==> config.mk <==
export PLATFORM = sky130hd
export DESIGN_NAME = dac_playback_ctrl
export DESIGN_NICKNAME = d
export VERILOG_FILES = /design/src/rtl/dac_playback_ctrl.sv
export SDC_FILE = /design/constraint.sdc
export NUM_CORES = 1
export LEC_CHECK = 0
export ABC_AREA = 1
export BUFFER_PORTS_ARGS = -buffer_cell sky130_fd_sc_hd__buf_2
export CORE_UTILIZATION = 35
export CTS_CLUSTER_SIZE = 20
export DETAILED_ROUTE_END_ITERATION = 12
export GPL_TIMING_DRIVEN = 0
export PLACE_DENSITY_LB_ADDON = 0.05
export SYNTH_ARGS = -nofsm -noshare
export SYNTH_HDL_FRONTEND = slang
export SYNTH_SLANG_ARGS = --single-unit
==> constraint.sdc <==
create_clock -name clk -period 2 [get_ports clk]
set_input_delay 0.1 -clock clk [delete_from_list [all_inputs] [get_ports clk]]
set_output_delay 0.1 -clock clk [all_outputs]
set_load 0.01 [all_outputs]
==> src/rtl/dac_playback_ctrl.sv <==
// Playback sequencer between the sample FIFO and the sigma-delta DAC pair.
// Produces the sample-rate strobe, FIFO reads, DAC reset gating and UART CTS hysteresis.
`timescale 1ns/1ps
module dac_playback_ctrl #(
  parameter int BITS          = 8,
  parameter int CLK_FREQ      = 12_000_000,
  parameter int SAMPLE_RATE   = 11_025,
  parameter int FILL_W        = 14,
  parameter int PREFILL_LEVEL = 8192,
  parameter int LOW_WATER     = 1638,
  parameter int HIGH_WATER    = 11469
) (
  input  logic              clk,
  input  logic              reset_n,
  input  logic              enable,
  input  logic [FILL_W-1:0] fifo_fill,
  input  logic              fifo_empty,
  input  logic [BITS-1:0]   fifo_rd_data,
  output logic              fifo_rd_en,
  output logic [BITS-1:0]   sample_out,
  output logic              sample_tick,
  output logic              dac_reset,
  output logic              rx_allow,
  output logic [1:0]        state,
  output logic [15:0]       underrun_count
);

  localparam int DIV   = CLK_FREQ / SAMPLE_RATE;
  localparam int CNT_W = $clog2(DIV);
  localparam logic [CNT_W-1:0]  CNT_RELOAD = CNT_W'(DIV - 1);
  localparam logic [FILL_W-1:0] PREFILL_L  = FILL_W'(PREFILL_LEVEL);
  localparam logic [FILL_W-1:0] LOW_L      = FILL_W'(LOW_WATER);
  localparam logic [FILL_W-1:0] HIGH_L     = FILL_W'(HIGH_WATER);
  localparam logic [BITS-1:0]   MIDSCALE   = {1'b1, {(BITS-1){1'b0}}};

  typedef enum logic [1:0] {
    ST_IDLE     = 2'd0,
    ST_PREFILL  = 2'd1,
    ST_PLAY     = 2'd2,
    ST_UNDERRUN = 2'd3
  } state_t;

  state_t           state_reg, state_next;
  logic [CNT_W-1:0] tick_cnt_reg;
  logic             sample_tick_reg;
  logic [BITS-1:0]  sample_reg;
  logic             rd_pending_reg;
  logic             rx_allow_reg;
  logic [15:0]      underrun_cnt_reg;
  logic             rd_go;
  logic             underrun_go;

  // Free-running divider; the strobe is registered off the terminal count.
  always_ff @(posedge clk or negedge reset_n) begin
    if (!reset_n) begin
      tick_cnt_reg    <= CNT_RELOAD;
      sample_tick_reg <= 1'b0;
    end else begin
      sample_tick_reg <= (tick_cnt_reg == '0);
      if (tick_cnt_reg == '0) tick_cnt_reg <= CNT_RELOAD;
      else                    tick_cnt_reg <= tick_cnt_reg - CNT_W'(1);
    end
  end

  always_ff @(posedge clk or negedge reset_n) begin
    if (!reset_n) state_reg <= ST_IDLE;
    else          state_reg <= state_next;
  end

  always_comb begin
    state_next  = state_reg;
    rd_go       = 1'b0;
    underrun_go = 1'b0;
    if (!enable) begin
      state_next = ST_IDLE;
    end else begin
      case (state_reg)
        ST_IDLE:    state_next = ST_PREFILL;
        ST_PREFILL: if (fifo_fill >= PREFILL_L) state_next = ST_PLAY;
        ST_PLAY: begin
          if (sample_tick_reg) begin
            if (fifo_empty) begin
              state_next  = ST_UNDERRUN;
              underrun_go = 1'b1;
            end else begin
              rd_go = 1'b1;
            end
          end
        end
        ST_UNDERRUN: if (fifo_fill >= PREFILL_L) state_next = ST_PLAY;
        default:     state_next = ST_IDLE;
      endcase
    end
  end

  // With enable low any in-flight read is dropped and the current sample is held.
  always_ff @(posedge clk or negedge reset_n) begin
    if (!reset_n) begin
      sample_reg     <= MIDSCALE;
      rd_pending_reg <= 1'b0;
    end else begin
      rd_pending_reg <= rd_go;
      if (enable) begin
        if (state_reg == ST_IDLE || state_reg == ST_PREFILL || underrun_go)
          sample_reg <= MIDSCALE;
        else if (rd_pending_reg)
          sample_reg <= fifo_rd_data;
      end
    end
  end

  always_ff @(posedge clk or negedge reset_n) begin
    if (!reset_n) begin
      underrun_cnt_reg <= 16'd0;
    end else if (underrun_go && underrun_cnt_reg != 16'hFFFF) begin
      underrun_cnt_reg <= underrun_cnt_reg + 16'd1;
    end
  end

  always_ff @(posedge clk or negedge reset_n) begin
    if (!reset_n)                 rx_allow_reg <= 1'b1;
    else if (fifo_fill >= HIGH_L) rx_allow_reg <= 1'b0;
    else if (fifo_fill <= LOW_L)  rx_allow_reg <= 1'b1;
  end

  assign fifo_rd_en     = rd_go;
  assign sample_out     = sample_reg;
  assign sample_tick    = sample_tick_reg;
  assign dac_reset      = (state_reg != ST_PLAY);
  assign rx_allow       = rx_allow_reg;
  assign state          = state_reg;
  assign underrun_count = underrun_cnt_reg;

endmodule

==> flow_summary.html <==
<table>
<tr><th>Metric</th><th>Value</th></tr>
<tr><th colspan="2">Timing</th></tr>
<tr><td>Final Hold Slack</td><td>0.06192 ns</td></tr>
<tr><td>Number of max-slew violations in the final report</td><td>0</td></tr>
<tr><td>Post-layout minimum cycle time</td><td>1.637 ns</td></tr>
<tr><td>Clk_skew</td><td>0.005779 ns</td></tr>
<tr><td>RSZ-0062 raised after global routing</td><td>no</td></tr>
<tr><td>Worst slew margin relative to its limit</td><td>36.60%</td></tr>
<tr><td>Endpoints failing hold</td><td>0</td></tr>
<tr><td>Setup slack of the critical path after layout</td><td>0.3629 ns</td></tr>
<tr><td>Maximum frequency from static timing analysis</td><td>610.8 MHz</td></tr>
<tr><td>Final setup violating endpoints</td><td>0</td></tr>
<tr><td>Worst-Margin Slew</td><td>0.9510 ns</td></tr>
<tr><td>Total negative slack</td><td>0 ns</td></tr>
<tr><td>Fin crit share</td><td>81.85%</td></tr>
<tr><th colspan="2">Synth</th></tr>
<tr><td>Synthesized area per cell</td><td>7.741 um^2</td></tr>
<tr><td>Netlist area before placement</td><td>2400 um^2</td></tr>
<tr><td>Largest cells by area after synthesis</td><td>sky130_fd_sc_hd__dfrtp_1 (32%), sky130_fd_sc_hd__nand2_1 (13%), sky130_fd_sc_hd__dfstp_2 (9.9%), sky130_fd_sc_hd__nor2_1 (6.3%), sky130_fd_sc_hd__inv_1 (5.0%)</td></tr>
<tr><td>Ranking of synthesized cells by instance count</td><td>sky130_fd_sc_hd__nand2_1 (82), sky130_fd_sc_hd__nor2_1 (40), sky130_fd_sc_hd__inv_1 (32), sky130_fd_sc_hd__dfrtp_1 (31), sky130_fd_sc_hd__nand3_1 (23)</td></tr>
<tr><td>Prevailing post-synth register cell</td><td>sky130_fd_sc_hd__dfrtp_1</td></tr>
<tr><td>Cell type contributing the most total cell area after synthesis</td><td>sky130_fd_sc_hd__dfrtp_1</td></tr>
<tr><td>Share of flip-flops with an asynchronous set or reset</td><td>100.0%</td></tr>
<tr><td>Syn. warnings</td><td>0</td></tr>
<tr><td>Synthesis-stage register bit count</td><td>40</td></tr>
<tr><td>Most used standard cell by instance count after synthesis</td><td>sky130_fd_sc_hd__nand2_1</td></tr>
<tr><td>Post-synth EDFFs</td><td>0</td></tr>
<tr><td>Net count after synthesis</td><td>339</td></tr>
<tr><td>Fraction of post-synthesis cell area in the top cell type by area</td><td>32.33%</td></tr>
<tr><td>Mapped Cells</td><td>310</td></tr>
<tr><td>Fraction of the yosys area taken by sequential cells</td><td>42.18%</td></tr>
<tr><td>Number of distinct library cells after synthesis</td><td>32</td></tr>
<tr><th colspan="2">Power and ir drop</th></tr>
<tr><td>Overall power of the completed layout</td><td>0.001729 W</td></tr>
<tr><td>Power share of the clock group</td><td>41.6%</td></tr>
<tr><td>Share of total power in combinational logic</td><td>9.3%</td></tr>
<tr><td>Net switching power of the design</td><td>0.0003962 W</td></tr>
<tr><td>Switching Fraction</td><td>22.92%</td></tr>
<tr><td>Fraction of power consumed by sequential logic</td><td>49.1%</td></tr>
<tr><td>Maximum resistive drop on vdd</td><td>0.0002743 V</td></tr>
<tr><td>Power Dens Cells</td><td>592.5 nW/um^2</td></tr>
<tr><td>Internal Dissipation</td><td>0.001333 W</td></tr>
<tr><td>Static power due to leakage</td><td>1.582 nW</td></tr>
<tr><th colspan="2">Cells and area</th></tr>
<tr><td>Non-Filler Cell Area, Final</td><td>2918 um^2</td></tr>
<tr><td>Filler instances</td><td>681</td></tr>
<tr><td>Share of layout cells above drive strength 1</td><td>31.20%</td></tr>
<tr><td>Synth-to-layout area growth</td><td>21.59%</td></tr>
<tr><td>Diodes inserted</td><td>0</td></tr>
<tr><td>Max FFs per register</td><td>16</td></tr>
<tr><td>Post-layout nets</td><td>403</td></tr>
<tr><th colspan="2">CTS</th></tr>
<tr><td>Count of H-tree levels built during CTS</td><td>2</td></tr>
<tr><td>Quantity of gates resized following cts</td><td>0</td></tr>
<tr><td>Post-CTS Setup Repair Bufs</td><td>0</td></tr>
<tr><td>Clock buffer depth</td><td>2</td></tr>
<tr><td>Number of clock sinks</td><td>40</td></tr>
<tr><td>Clock-pin transition on the worst setup and hold timing paths</td><td>0.08 ns</td></tr>
<tr><td>Cell at the root of the clock tree</td><td>sky130_fd_sc_hd__clkbuf_8</td></tr>
<tr><td>Inserted Clock Buffers</td><td>5</td></tr>
<tr><td>CTS tree</td><td>built</td></tr>
<tr><td>Clock latency of the later-clocked register in the worst-skew pair</td><td>0.29 ns</td></tr>
<tr><th colspan="2">Critical path</th></tr>
<tr><td>Length in cells of the worst reg-to-reg path</td><td>9</td></tr>
<tr><td>Endpoint of the worst-slack reg-to-reg timing path</td><td>underrun_count[8]</td></tr>
<tr><td>Highest net fanout along the worst path</td><td>10</td></tr>
<tr><td>CP Class</td><td>reg2reg</td></tr>
<tr><td>Arrival @ worst endpoint</td><td>1.81 ns</td></tr>
<tr><td>Element type at the critical path start</td><td>flip-flop</td></tr>
<tr><td>Nature of the critical path endpoint</td><td>flip-flop</td></tr>
<tr><td>Required time reported for the critical path endpoint</td><td>2.18 ns</td></tr>
<tr><td>Startpoint of the most critical register-to-register path</td><td>underrun_count[0]</td></tr>
<tr><td>Worst-case register-to-register setup slack</td><td>0.36 ns</td></tr>
<tr><th colspan="2">Route</th></tr>
<tr><td>Number of vias per cell after detailed routing</td><td>4.692</td></tr>
<tr><td>Overall routed net length</td><td>5391 um</td></tr>
<tr><td>ANT nets after route</td><td>0</td></tr>
<tr><td>Detailed-route DRC error count</td><td>8</td></tr>
<tr><td>Post-DR wirelength/cell</td><td>11.93 um</td></tr>
<tr><td>Total via count after detailed routing</td><td>2121</td></tr>
<tr><td>DRT Pass-1 Iters</td><td>8</td></tr>
<tr><td>Number of violations reported at the end of detailed-routing iteration 0</td><td>99</td></tr>
<tr><th colspan="2">Placed design</th></tr>
<tr><td>Cell area after placement</td><td>2771 um^2</td></tr>
<tr><td>IO buf count</td><td>55</td></tr>
<tr><td>Worst slack after detailed placement</td><td>0.3778 ns</td></tr>
<tr><td>HPWL after detailed placement</td><td>3891 um</td></tr>
<tr><td>Global placer's final weighted congestion</td><td>0.7558</td></tr>
<tr><th colspan="2">Floorplan</th></tr>
<tr><td>Die height</td><td>84.81 um</td></tr>
<tr><td>Effective utilization at floorplan</td><td>36.95%</td></tr>
<tr><td>Horizontal extent of the die</td><td>84.81 um</td></tr>
<tr><td>Die footprint</td><td>7192 um^2</td></tr>
<tr><td>Number of top-level design ports</td><td>56</td></tr>
<tr><td>Standard cell core area</td><td>6495 um^2</td></tr>
<tr><td>Std cell rows</td><td>29</td></tr>
<tr><th colspan="2">Global routing</th></tr>
<tr><td>Largest net degree at the start of global routing</td><td>41</td></tr>
<tr><td>Wire length of the first global-routing pass</td><td>9556 um</td></tr>
<tr><td>Combined global-route utilization of all metal layers</td><td>16.51%</td></tr>
<tr><td>Vias in the first global route</td><td>2050</td></tr>
<tr><td>Antenna violations before repair</td><td>0</td></tr>
<tr><td>Gr ovfl total</td><td>0</td></tr>
<tr><th colspan="2">Run status</th></tr>
<tr><td>Result of the run</td><td>finished, violations left</td></tr>
<tr><td>Failing checks</td><td>design-rule violations</td></tr>
<tr><th colspan="2">Worst hold path</th></tr>
<tr><td>Worst Hold Path EP</td><td>sample_out[4]</td></tr>
<tr><td>Cells on Worst Hold Path</td><td>3</td></tr>
<tr><td>Beginning of the worst hold path</td><td>fifo_rd_data[4]</td></tr>
<tr><td>Hold Path Class</td><td>in2reg</td></tr>
<tr><th colspan="2">Flow run</th></tr>
<tr><td>Count of max-cap constraint violations</td><td>0</td></tr>
</table>
power groups by stage:
| stage | sequential [W] | combinational, W | clock, W |
|---|---|---|---|
| detailed placement | 0.000864 | 0.000160 | 0 |
| global placement | 0.000864 | 0.000158 | 0 |
| CTS | 0.000849 | 0.000163 | 0.000750 |
| floorplan | 0.000870 | 0.0000695 | 0 |
| finish | 0.000849 | 0.000160 | 0.000720 |
| global route | 0.000852 | 0.000183 | 0.000780 |
metal layers:
| layer | wire length, um | GRT usage, % |
|---|---|---|
| met1 | 2775 | 22.96 |
| met3 | 277 | 3.441 |
| met2 | 2308 | 26.31 |
| met5 | 0 | 0 |
| met4 | 29 | 4.160 |
per-stage QoR:
stage	cells	util [%]
final	452	44.92
after CTS	452	44.92
after detailed placement	442	42.67
after global routing	452	44.92
after floorplan	310	-
after global placement	442	42.67
critical path, stage by stage (launching register included):
cell,delay [ns]
sky130_fd_sc_hd__dfrtp_1,0.43
sky130_fd_sc_hd__ha_1,0.30
sky130_fd_sc_hd__nand3_2,0.12
sky130_fd_sc_hd__clkinv_1,0.09
sky130_fd_sc_hd__nand3_2,0.08
sky130_fd_sc_hd__nand2_4,0.15
sky130_fd_sc_hd__nand2_4,0.09
sky130_fd_sc_hd__buf_12,0.16
sky130_fd_sc_hd__o21ai_2,0.06
sky130_fd_sc_hd__nand2_2,0.05
how the worst max path moves through the flow:
| stage | from | slack [ns] | cells past startpoint | endpoint |
|---|---|---|---|---|
| 2_1_floorplan | underrun_count[0] | 0.51 | 9 | underrun_count[7] |
| 3_3_place_gp | underrun_count[0] | 0.36 | 9 | underrun_count[9] |
| 3_5_place_dp | underrun_count[0] | 0.38 | 9 | underrun_count[9] |
| 4_1_cts | underrun_count[0] | 0.35 | 9 | underrun_count[8] |
| 5_1_grt | underrun_count[0] | 0.20 | 9 | underrun_count[9] |
| 6_report | underrun_count[0] | 0.36 | 9 | underrun_count[8] |
final cells by class:
class	count	area, um^2	area share [%]
Clock buffer	7	96.34	3.302
Clock inverter	1	30.03	1.029
Inverter	36	135.1	4.631
Multi-Input combinational cell	230	1204	41.25
Sequential cell	40	1012	34.69
Tap cell	77	96.34	3.302
Timing Repair Buffer	57	295.3	10.12
Buffer	4	48.80	1.672
timing repair:
action	CTS	global route
setup endpoints to repair	0	0
hold buffers	2	0
endpoints found under the hold margin	32	0
cells by family after synthesis:
| logic type | Yosys count | share of synthesized area (%) |
|---|---|---|
| AOI/OAI and AO/OA | 25 | 6.987 |
| xor gates and xnor gates | 7 | 2.555 |
| adders and majority gates | 3 | 1.564 |
| buffers and inverters | 40 | 7.664 |
| DFF | 40 | 42.18 |
| and+or+nand+nor | 195 | 39.05 |
layout by cell type, fill, tap and decap left out:
cell                            synthesis  routed
sky130_fd_sc_hd__a21boi_0               1       1
sky130_fd_sc_hd__a21oi_1                5       5
sky130_fd_sc_hd__a221oi_1               1       1
sky130_fd_sc_hd__and2_1                 1       1
sky130_fd_sc_hd__buf_1                  1       1
sky130_fd_sc_hd__buf_12                 2       2
sky130_fd_sc_hd__buf_2                  1      56
sky130_fd_sc_hd__bufinv_16              0       1
sky130_fd_sc_hd__clkbuf_8               0       7
sky130_fd_sc_hd__clkinv_1               1       1
sky130_fd_sc_hd__dfrtp_1               31      31
sky130_fd_sc_hd__dfstp_2                9       9
sky130_fd_sc_hd__dlygate4sd3_1          0       2
sky130_fd_sc_hd__ha_1                   3       3
sky130_fd_sc_hd__inv_1                 32      32
sky130_fd_sc_hd__inv_2                  3       3
sky130_fd_sc_hd__nand2_1               82      82
sky130_fd_sc_hd__nand2_2               15      15
sky130_fd_sc_hd__nand2_4                4       4
sky130_fd_sc_hd__nand3_1               23      23
sky130_fd_sc_hd__nand3_2                3       3
sky130_fd_sc_hd__nand3b_1               2       2
sky130_fd_sc_hd__nand4_1               14      14
sky130_fd_sc_hd__nor2_1                40      40
sky130_fd_sc_hd__nor2_2                 4       4
sky130_fd_sc_hd__nor2_4                 1       1
sky130_fd_sc_hd__nor2_8                 1       1
sky130_fd_sc_hd__nor3_1                 2       2
sky130_fd_sc_hd__nor3b_1                1       1
sky130_fd_sc_hd__o21ai_0                8       8
sky130_fd_sc_hd__o21ai_2                9       9
sky130_fd_sc_hd__o31ai_1                1       1
sky130_fd_sc_hd__or2_2                  2       2
sky130_fd_sc_hd__xnor2_1                1       1
sky130_fd_sc_hd__xor2_1                 6       6
Power figures use the tool's default switching activity.
